## src/rtl/alu_result_buffer.sv

```systemverilog
// alu_result_buffer: two-entry valid/ready buffer carrying ALU results, tags and zero/neg flags to write-back
module alu_result_buffer #(
  parameter int WIDTH = 32,
  parameter int TAG_W = 5
) (
  input  logic             CLK,
  input  logic             RESET,
  input  logic             FLUSH,
  input  logic             IN_VALID,
  output logic             IN_READY,
  input  logic [WIDTH-1:0] IN_DATA,
  input  logic [TAG_W-1:0] IN_TAG,
  output logic             OUT_VALID,
  input  logic             OUT_READY,
  output logic [WIDTH-1:0] OUT_DATA,
  output logic [TAG_W-1:0] OUT_TAG,
  output logic             OUT_ZERO,
  output logic             OUT_NEG,
  output logic [1:0]       COUNT
);
  logic [WIDTH-1:0] data_q [2];
  logic [TAG_W-1:0] tag_q [2];
  logic [1:0] zero_q, neg_q;
  logic rd_ptr, wr_ptr, push, pop;
  logic [1:0] count_q;
  // handshake terms depend only on registered occupancy, never on OUT_READY for IN_READY
  always_comb begin
    IN_READY  = count_q != 2'd2;
    OUT_VALID = count_q != 2'd0;
    push      = IN_VALID & IN_READY;
    pop       = OUT_VALID & OUT_READY;
    COUNT     = count_q;
    OUT_DATA  = OUT_VALID ? data_q[rd_ptr] : '0;
    OUT_TAG   = OUT_VALID ? tag_q[rd_ptr] : '0;
    OUT_ZERO  = OUT_VALID ? zero_q[rd_ptr] : 1'b0;
    OUT_NEG   = OUT_VALID ? neg_q[rd_ptr] : 1'b0;
  end
  // reset clears storage too; flush only drops occupancy so squashed work never drains
  always_ff @(posedge CLK) begin
    if (RESET) begin
      count_q <= '0;
      rd_ptr  <= 1'b0;
      wr_ptr  <= 1'b0;
      data_q  <= '{default: '0};
      tag_q   <= '{default: '0};
      zero_q  <= '0;
      neg_q   <= '0;
    end else if (FLUSH) begin
      count_q <= '0;
      rd_ptr  <= 1'b0;
      wr_ptr  <= 1'b0;
    end else begin
      if (push) begin
        data_q[wr_ptr] <= IN_DATA;
        tag_q[wr_ptr]  <= IN_TAG;
        zero_q[wr_ptr] <= IN_DATA == '0;
        neg_q[wr_ptr]  <= IN_DATA[WIDTH-1];
        wr_ptr         <= ~wr_ptr;
      end
      if (pop) rd_ptr <= ~rd_ptr;
      count_q <= count_q + {1'b0, push} - {1'b0, pop};
    end
  end
endmodule

```

## config.mk

```make
export PLATFORM = sky130hd
export DESIGN_NAME = alu_result_buffer
export DESIGN_NICKNAME = d
export VERILOG_FILES = /design/src/rtl/alu_result_buffer.sv
export SDC_FILE = /design/constraint.sdc
export NUM_CORES = 1
export LEC_CHECK = 0
export CAP_MARGIN = 40
export CORE_MARGIN = 4
export CORE_UTILIZATION = 53
export DETAILED_ROUTE_END_ITERATION = 12
export PLACE_DENSITY = 0.88
export SYNTH_ARGS = -nofsm -noshare
export SYNTH_HDL_FRONTEND = slang
export SYNTH_SLANG_ARGS = --single-unit
```

## constraint.sdc

```tcl
create_clock -name CLK -period 2.75 [get_ports CLK]
set_clock_uncertainty 0.15 [all_clocks]
set_input_delay 0.4125 -clock CLK [delete_from_list [all_inputs] [get_ports CLK]]
set_output_delay 0.4125 -clock CLK [all_outputs]
set_load 0.02 [all_outputs]
```

### After elaboration in Yosys (flattened, before gate mapping)

Cells that the tools add are included.
Widths: inputs -> output; s select.

* register bits: 82
* word-level logic and storage cells: 55
* input port bits: 42
* output and inout port bits: 43

* order comparisons: 6
* bitwise operators: 7
* multiplexer cells: 24
* add/subtract/negate cells: 2
* reduce and logical (&&, ||, !) cells: 6
* eq/ne operators: 1

Operators with widths (number)
* $mux 32: 5
* $bwmux 64: 1
* $demux 32 s1: 1
* $logic_not 32->1: 1
* $mux 5: 5
* $bwmux 10: 1
* $mux 1: 7
* $demux 5 s1: 1
* $bwmux 2: 2
* $ge 2x2->1 const B: 2
* $lt 1x2->1 const B: 2
* $not 1->2: 2
* $not 1->1: 3
* $add 2x1->2: 1
* $and 1x1->1: 2
* $logic_and 1x1->1: 2
* $lt 2x1->1 const B: 1
* $ne 2x2->1 const B: 1
* $reduce_and 2->1: 1
* $reduce_bool 2->1: 1
* $reduce_or 2->1: 1
* $sub 2x1->2: 1
* $demux 1 s1: 1
* $ge 1x1->1 const B: 1

### Logic depth before layout (Yosys ltp)

Gate-level depths: netlist of the first run.

* word-level depth: 6
* depth in mapped cells: 7
* mapped depth without buffers: 6

### Least setup slack after synthesis of the first run

Ideal clock, no wire load.

* path type: register to output
* start: reg count_q[1] (netlist: COUNT[1])
* end: out OUT_DATA[31]
* arrival time: 1.410 ns
* path slack: 0.777 ns
* stages on the path, launching flop included: 5
* path through: dfxtp_1 -> nor2_1 -> clkbuf_1 -> nor2_1 -> buf_4

* word-level cells in the longest chain between the ends: 2

RTL lines
* from (decl): line 25 `logic [1:0] count_q;`
* from (signal assigned): line 61 `count_q <= count_q + {1'b0, push} - {1'b0, pop};`
* $reduce_bool 2->1: line 29 `OUT_VALID = count_q != 2'd0;`
* $mux 32: line 33 `OUT_DATA = OUT_VALID ? data_q[rd_ptr] : '0;`
* to (decl): line 15 `output logic [WIDTH-1:0] OUT_DATA,`

No other way between the ends.

### Final worst setup path of the first run

* start: reg count_q[0] (netlist: COUNT[0])
* end: out OUT_NEG

* word-level cells in the longest chain between the ends: 2

RTL lines
* $reduce_bool 2->1: line 29
* $mux 1: line 36 `OUT_NEG = OUT_VALID ? neg_q[rd_ptr] : 1'b0;`
* to (decl): line 18 `output logic OUT_NEG,`

No other way between the ends.

==> results.py, run 1 <==
metrics = {
    "finish": {
        "multi_input_area_um2": 1760,
        "stdcell_count": 610,
        "drive_above_1_share_pct": 6.75,
        "seq_area_um2": 1600,
        "area_growth_pct": 29.5,
        "final_cell_mix": "150 x nand2_1, 83 x clkdlybuf4s50_1, 79 x dfxtp_1",
        "fin_util_pct": 71.6,
        "fillers": 521,
        "final_common_cell": "nand2_1",
        "nNetsFinal": 571,
        "antenna_cells": 0,
    },
    "detailed_routing": {
        "wirelength_um": 9240,
        "dr_total_vias": 3369,
        "first_pass_iters": 4,
        "detail-route-antenna-nets": 0,
        "routed_via_density": 5.52,
        "drc": 0,
        "drt-initial-drc-count": 206,
        "avgRoutedWirePerCell_um": 15.1,
    },
    "pwr": {
        "power_frac_clock_pct": 38.8,
        "pwr-share-comb_pct": 11.4,
        "power.switching_w": 0.000615,
        "peakVddDrop_mv": 0.325,
        "p_sw_share_pct": 25.1,
        "power_leakage_nw": 1.50,
        "p_int_w": 0.00183,
        "power_density_nw_per_um2": 529,
        "seqPwrFrac_pct": 49.7,
    },
    "min_path": {
        "hold_path_end": "data_q[40]",
        "worstHoldPathCells": 2,
        "min_from": "data_q[40]",
        "hold_path_class": "flip-flop to flip-flop",
    },
    "global_route": {
        "antenna_found_initial": 0,
        "grt_pass1_vias": 3280,
        "grt_use_total_pct": 22.7,
        "grt_first_pass_wirelength_um": 15200,
        "grt_max_degree": 39,
        "grt_overflow_total": 0,
    },
    "synthesis": {
        "synth_seq_cells": 80,
        "yosysWarnings": 0,
        "avgSynthCellArea_um2": 7.81,
        "synth_nets": 500,
        "netlist_instances": 457,
        "syn_area_um2": 3570,
        "synth_cell_types": 31,
        "yosysSeqAreaShare_pct": 44.9,
    },
    "setup_path": {
        "reg2reg_depth": 5,
        "r2r_setup_slack_ns": 0.74,
        "rr_startpoint": "COUNT[0]",
        "cp_max_fo": 20,
        "worst_setup_path_end_kind": "output pin",
        "timing.rr.end": "data_q[4]",
        "critical_path_class": "flip-flop to output pin",
        "start_kind": "flip-flop",
        "cp.arrival_ns": 2.02,
        "crit_required_ns": 2.19,
    },
    "sta": {
        "setup_violations": 0,
        "timing.fmax_mhz": 388,
        "rsz0062_at_grt": "no",
        "slew_headroom_pct": 52.3,
        "fin_setup_tns_ns": 0,
        "tightestPinTransition_ns": 0.715,
        "fin_crit_ns": 2.58,
        "hold_violations": 0,
        "min_period_over_period_pct": 93.8,
        "layout_setup_ws_ns": 0.170,
        "maxSlewViolCount": 0,
    },
    "placed_design": {
        "gp_congestion": 0.802,
        "port_buffers": 84,
        "hpwlAfterDp_um": 6080,
        "dp_slack_ns": 0.340,
        "place_inst": 593,
    },
    "die": {
        "die_area_um2": 8110,
        "die_w_um": 90.1,
        "coreArea_um2": 6460,
        "placementRows": 29,
        "start_util_pct": 55.2,
        "die_h_um": 90.1,
        "pin_count": 85,
    },
    "outcome": {
        "status": "finished, final reports clean",
    },
    "flow_run": {
        "maxCapViolCount": 0,
    },
    "clocking": {
        "clk_latency_ns": 0.34,
        "clock_sinks": 80,
        "clk_transition_reported_paths_ns": 0.08,
        "hold_buffers": 0,
        "cts_tree": "yes",
        "htreeDepth": 3,
        "cts_made_buffers": 9,
        "cts_root_buffer": "clkbuf_8",
        "clockBufferDepth": 2,
    },
}
-- flip-flops by register name (all words and copies together) (netlist names) --
| name | cells |
|---|---|
| zero_q | 2 |
| tag_q | 10 |
| data_q | 63 |
| rd_ptr | 1 |
| wr_ptr | 1 |
| neg_q | 1 |
| COUNT | 2 |
-- synth_stat cells --
library cell,n,area share (%)
and4b_1,1,0.28
and3_1,1,0.18
and2_0,1,0.18
mux2i_1,38,11
xor2_1,2,0.49
nand2b_4,1,0.39
buf_2,9,1.3
or2_2,1,0.18
clkbuf_1,15,1.6
o21ai_0,2,0.28
nor4_2,1,0.35
nor3b_1,1,0.21
buf_4,6,1.3
nand2b_1,1,0.18
and2_1,1,0.18
inv_1,2,0.21
nand2_1,150,16
nand4_1,2,0.35
buf_6,6,1.9
nand4b_2,1,0.42
dfxtp_1,80,45
ha_1,1,0.35
and4bb_1,1,0.35
o21a_1,1,0.21
nor2_1,41,4.3
nor3_1,2,0.28
a31o_1,2,0.49
nor4_1,9,1.6
a21oi_1,76,11
nand4bb_2,1,0.46
nand3_1,1,0.14
-- power groups by stage --
stage,Combinational [W],Sequential (W),Clock (W)
finish,0.000280,0.00122,0.000950
global route,0.000307,0.00122,0.00101
CTS,0.000281,0.00122,0.000961
detailed placement,0.000274,0.00124,0
global placement,0.000268,0.00124,0
floorplan,0.000154,0.00124,0
-- worst max path at each step --
stage / startpoint / end / slack (ns) / cells past startpoint
finish: COUNT[0] / OUT_NEG / 0.17 / 3
global route: COUNT[0] / OUT_DATA[5] / 0.03 / 3
CTS: COUNT[0] / OUT_DATA[31] / 0.13 / 3
detailed placement: COUNT[1] / OUT_DATA[31] / 0.34 / 3
global placement: COUNT[0] / OUT_NEG / 0.43 / 3
floorplan: COUNT[1] / OUT_DATA[31] / 0.78 / 4
-- critical path, cell delays in order (launching register included) --
cell             delay (ns)
dfxtp_1                0.44
nor2_4                 0.53
nor2_1                 0.13
clkdlybuf4s50_1        0.57
-- what timing repair did --
item / CTS / global route
endpoints found under the setup margin: 31 / 0
resized for setup: 1 / 0
setup buffers: 0 / 0
-- area by class of cell --
class                           count  area share, %
Sequential cell                    80           34.7
Clock buffer                        9           2.68
Timing Repair Buffer               95           20.1
Inverter                            2          0.162
Tap cell                           77           2.08
Clock inverter                      7           2.08
Multi-Input combinational cell    340           38.2
-- metrics by stage --
step | hold WS, ns | instance area [µm²] | total power (W)
6_report | 0.306 | 4620 | 0.00245
3_5_place_dp | 0.296 | 4390 | 0.00152
2_1_floorplan | 0.286 | 3570 | 0.00139
4_1_cts | 0.307 | 4620 | 0.00246
3_3_place_gp | 0.291 | 4390 | 0.00151
5_1_grt | 0.322 | 4620 | 0.00254
-- routing by layer --
metal	vias to the layer above	global-route usage, %	share of wire [%]
met5	-	0	0
met4	0	9.95	2.4
met3	25	6.09	5.7
met2	111	37.4	49
met1	1580	27.9	42
li1	1653	-	-
-- kinds of logic after synthesis --
group	share of synthesized area, %
simple gates	25.8
compound gates	11.6
xor+xnor	0.491
mux	10.7
fa+ha+maj	0.351
flops	44.9
buf+inv	6.21
Power figures use the tool's default switching activity.
==> run 2: changes to the inputs <==
- CORE_ASPECT_RATIO: not set -> 0.5
==> results.py, run 2 (synthesis gave the netlist of run 1 again) <==
metrics = {
    "clocking": {
        "hold_buffers": 0,
        "htreeDepth": 3,
        "cts_tree": "yes",
        "cts_made_buffers": 9,
        "cts_root_buffer": "clkbuf_16",
        "clk_latency_ns": 0.33,
        "clock_sinks": 80,
        "clk_transition_reported_paths_ns": 0.06,
        "clockBufferDepth": 2,
        "cts_setup_buffers": 0,
    },
    "pwr": {
        "seqPwrFrac_pct": 45.0,
        "p_sw_share_pct": 22.8,
        "power_density_nw_per_um2": 573,
        "pwr-share-comb_pct": 10.4,
        "p_int_w": 0.00209,
        "power_leakage_nw": 1.56,
        "power_frac_clock_pct": 44.6,
        "peakVddDrop_mv": 0.295,
        "power.switching_w": 0.000619,
    },
    "placed_design": {
        "hpwlAfterDp_um": 5790,
        "port_buffers": 84,
        "dp_slack_ns": 0.357,
        "gp_congestion": 0.826,
    },
    "global_route": {
        "grt_overflow_total": 0,
        "grt_first_pass_wirelength_um": 15400,
        "grt_max_degree": 39,
        "grt_use_total_pct": 24.4,
        "grt_pass1_vias": 3168,
        "antenna_found_initial": 0,
    },
    "die": {
        "die_w_um": 124,
        "coreArea_um2": 6280,
        "pin_count": 85,
        "die_area_um2": 8190,
        "start_util_pct": 56.8,
        "die_h_um": 66.0,
        "placementRows": 20,
    },
    "finish": {
        "final_common_cell": "nand2_1",
        "area_growth_pct": 32.5,
        "reg_top3": "data_q x63, tag_q x10",
        "antenna_cells": 0,
        "drive_above_1_share_pct": 6.75,
        "fillers": 482,
        "largest_reg_flops": 63,
        "nNetsFinal": 572,
        "regMostFlops": "data_q",
        "final_cell_mix": "150 x nand2_1, 83 x clkdlybuf4s50_1, 79 x dfxtp_1",
    },
    "setup_path": {
        "start_kind": "flip-flop",
        "cp.arrival_ns": 2.05,
        "worst_setup_path_end_kind": "output pin",
        "crit_family": "simple AND/OR/NAND/NOR gates",
        "path_depth": 3,
        "crit_slowest_cell": "clkdlybuf4s50_1",
        "critical_path_class": "flip-flop to output pin",
        "cp_max_fo": 20,
        "crit_buf_inv": 1,
        "crit_required_ns": 2.19,
        "reg2reg_depth": 5,
        "cpPeakStageDelay_ns": 0.58,
        "cp_cell_sequence": "nor2_4 -> nor2_1 -> clkdlybuf4s50_1",
    },
    "sta": {
        "tightestPinTransition_ns": 0.583,
        "timing.fmax_mhz": 383,
        "layout_setup_ws_ns": 0.140,
        "hold_violations": 0,
        "fin_crit_ns": 2.61,
        "min_period_over_period_pct": 94.9,
        "maxSlewViolCount": 0,
        "fin_setup_tns_ns": 0,
        "rsz0062_at_grt": "no",
        "slew_headroom_pct": 61.1,
        "setup_violations": 0,
    },
    "detailed_routing": {
        "drc": 0,
        "drt-initial-drc-count": 239,
        "detail-route-antenna-nets": 0,
        "dr_total_vias": 3338,
        "wirelength_um": 9390,
        "avgRoutedWirePerCell_um": 15.1,
        "routed_via_density": 5.38,
        "first_pass_iters": 4,
    },
    "outcome": {
        "status": "finished, final reports clean",
    },
    "flow_run": {
        "maxCapViolCount": 0,
    },
    "min_path": {
        "hold_path_class": "input port to flip-flop",
        "worstHoldPathCells": 2,
    },
}
## run 2: cell types whose count changed in the layout (fill, tap and decap cells not counted)
cell and change:
buf_4 +1, clkbuf_8 -6, bufinv_16 -1, clkbuf_16 +9, clkinv_4 -3
## run 2: area by class of cell
type                    instances  area, µm²  area share, %
clock buffers                  12        267           5.63
flip-flops and latches         80       1600           33.9
well taps                      88        110           2.33
clock inverters                 3       40.0          0.847
multi-input cells             340       1760           37.3
inverters                       2       7.51          0.159
repair buffers                 96        938           19.8
## run 2: power by group through the flow
| stage | Sequential [W] | Combinational [W] | Clock [W] |
|---|---|---|---|
| 2_1_floorplan | 0.00124 | 0.000154 | 0 |
| 4_1_cts | 0.00122 | 0.000281 | 0.00122 |
| 3_5_place_dp | 0.00124 | 0.000274 | 0 |
| 5_1_grt | 0.00122 | 0.000309 | 0.00128 |
| 3_3_place_gp | 0.00124 | 0.000271 | 0 |
| 6_report | 0.00122 | 0.000282 | 0.00121 |
## run 2: worst paths after layout
kind | from | slack, ns | endpoint
worst min-delay path | RESET | 0.25 | data_q[37]
worst max register to register | COUNT[0] | 0.72 | data_q[7]
worst max-delay path | COUNT[1] | 0.14 | OUT_DATA[10]
worst min register to register | data_q[62] | 0.30 | data_q[62]
## run 2: what timing repair did
action	in CTS	in global routing
gates resized for setup	1	0
endpoints found under the setup margin	4	0
hold endpoints to repair	0	0
## run 2: per-layer routing
layer / routed length [µm] / track usage (%) / vias up
li1: - / - / 1658
met1: 3970 / 30.6 / 1539
met2: 4670 / 40.4 / 131
met3: 631 / 7.18 / 10
met4: 127 / 8.05 / 0
met5: 0 / 0 / -
## run 2: worst reg2reg max path, stage by stage (launching register included)
cell,delay (ns)
dfxtp_1,0.57
nand2b_4,0.25
nand4b_2,0.37
buf_4,0.34
nand2_1,0.12
a21oi_1,0.10
## run 2: per-stage QoR
step / cells / hold WS [ns] / cell area [µm²] / util [%] / total power (W)
6_report: 621 / 0.250 / 4730 / 75.3 / 0.00271
5_1_grt: 621 / 0.265 / 4730 / 75.3 / 0.00281
4_1_cts: 621 / 0.238 / 4730 / 75.3 / 0.00272
3_5_place_dp: 605 / 0.296 / 4410 / 70.2 / 0.00152
3_3_place_gp: 605 / 0.291 / 4410 / 70.2 / 0.00151
2_1_floorplan: 457 / 0.286 / 3570 / - / 0.00139
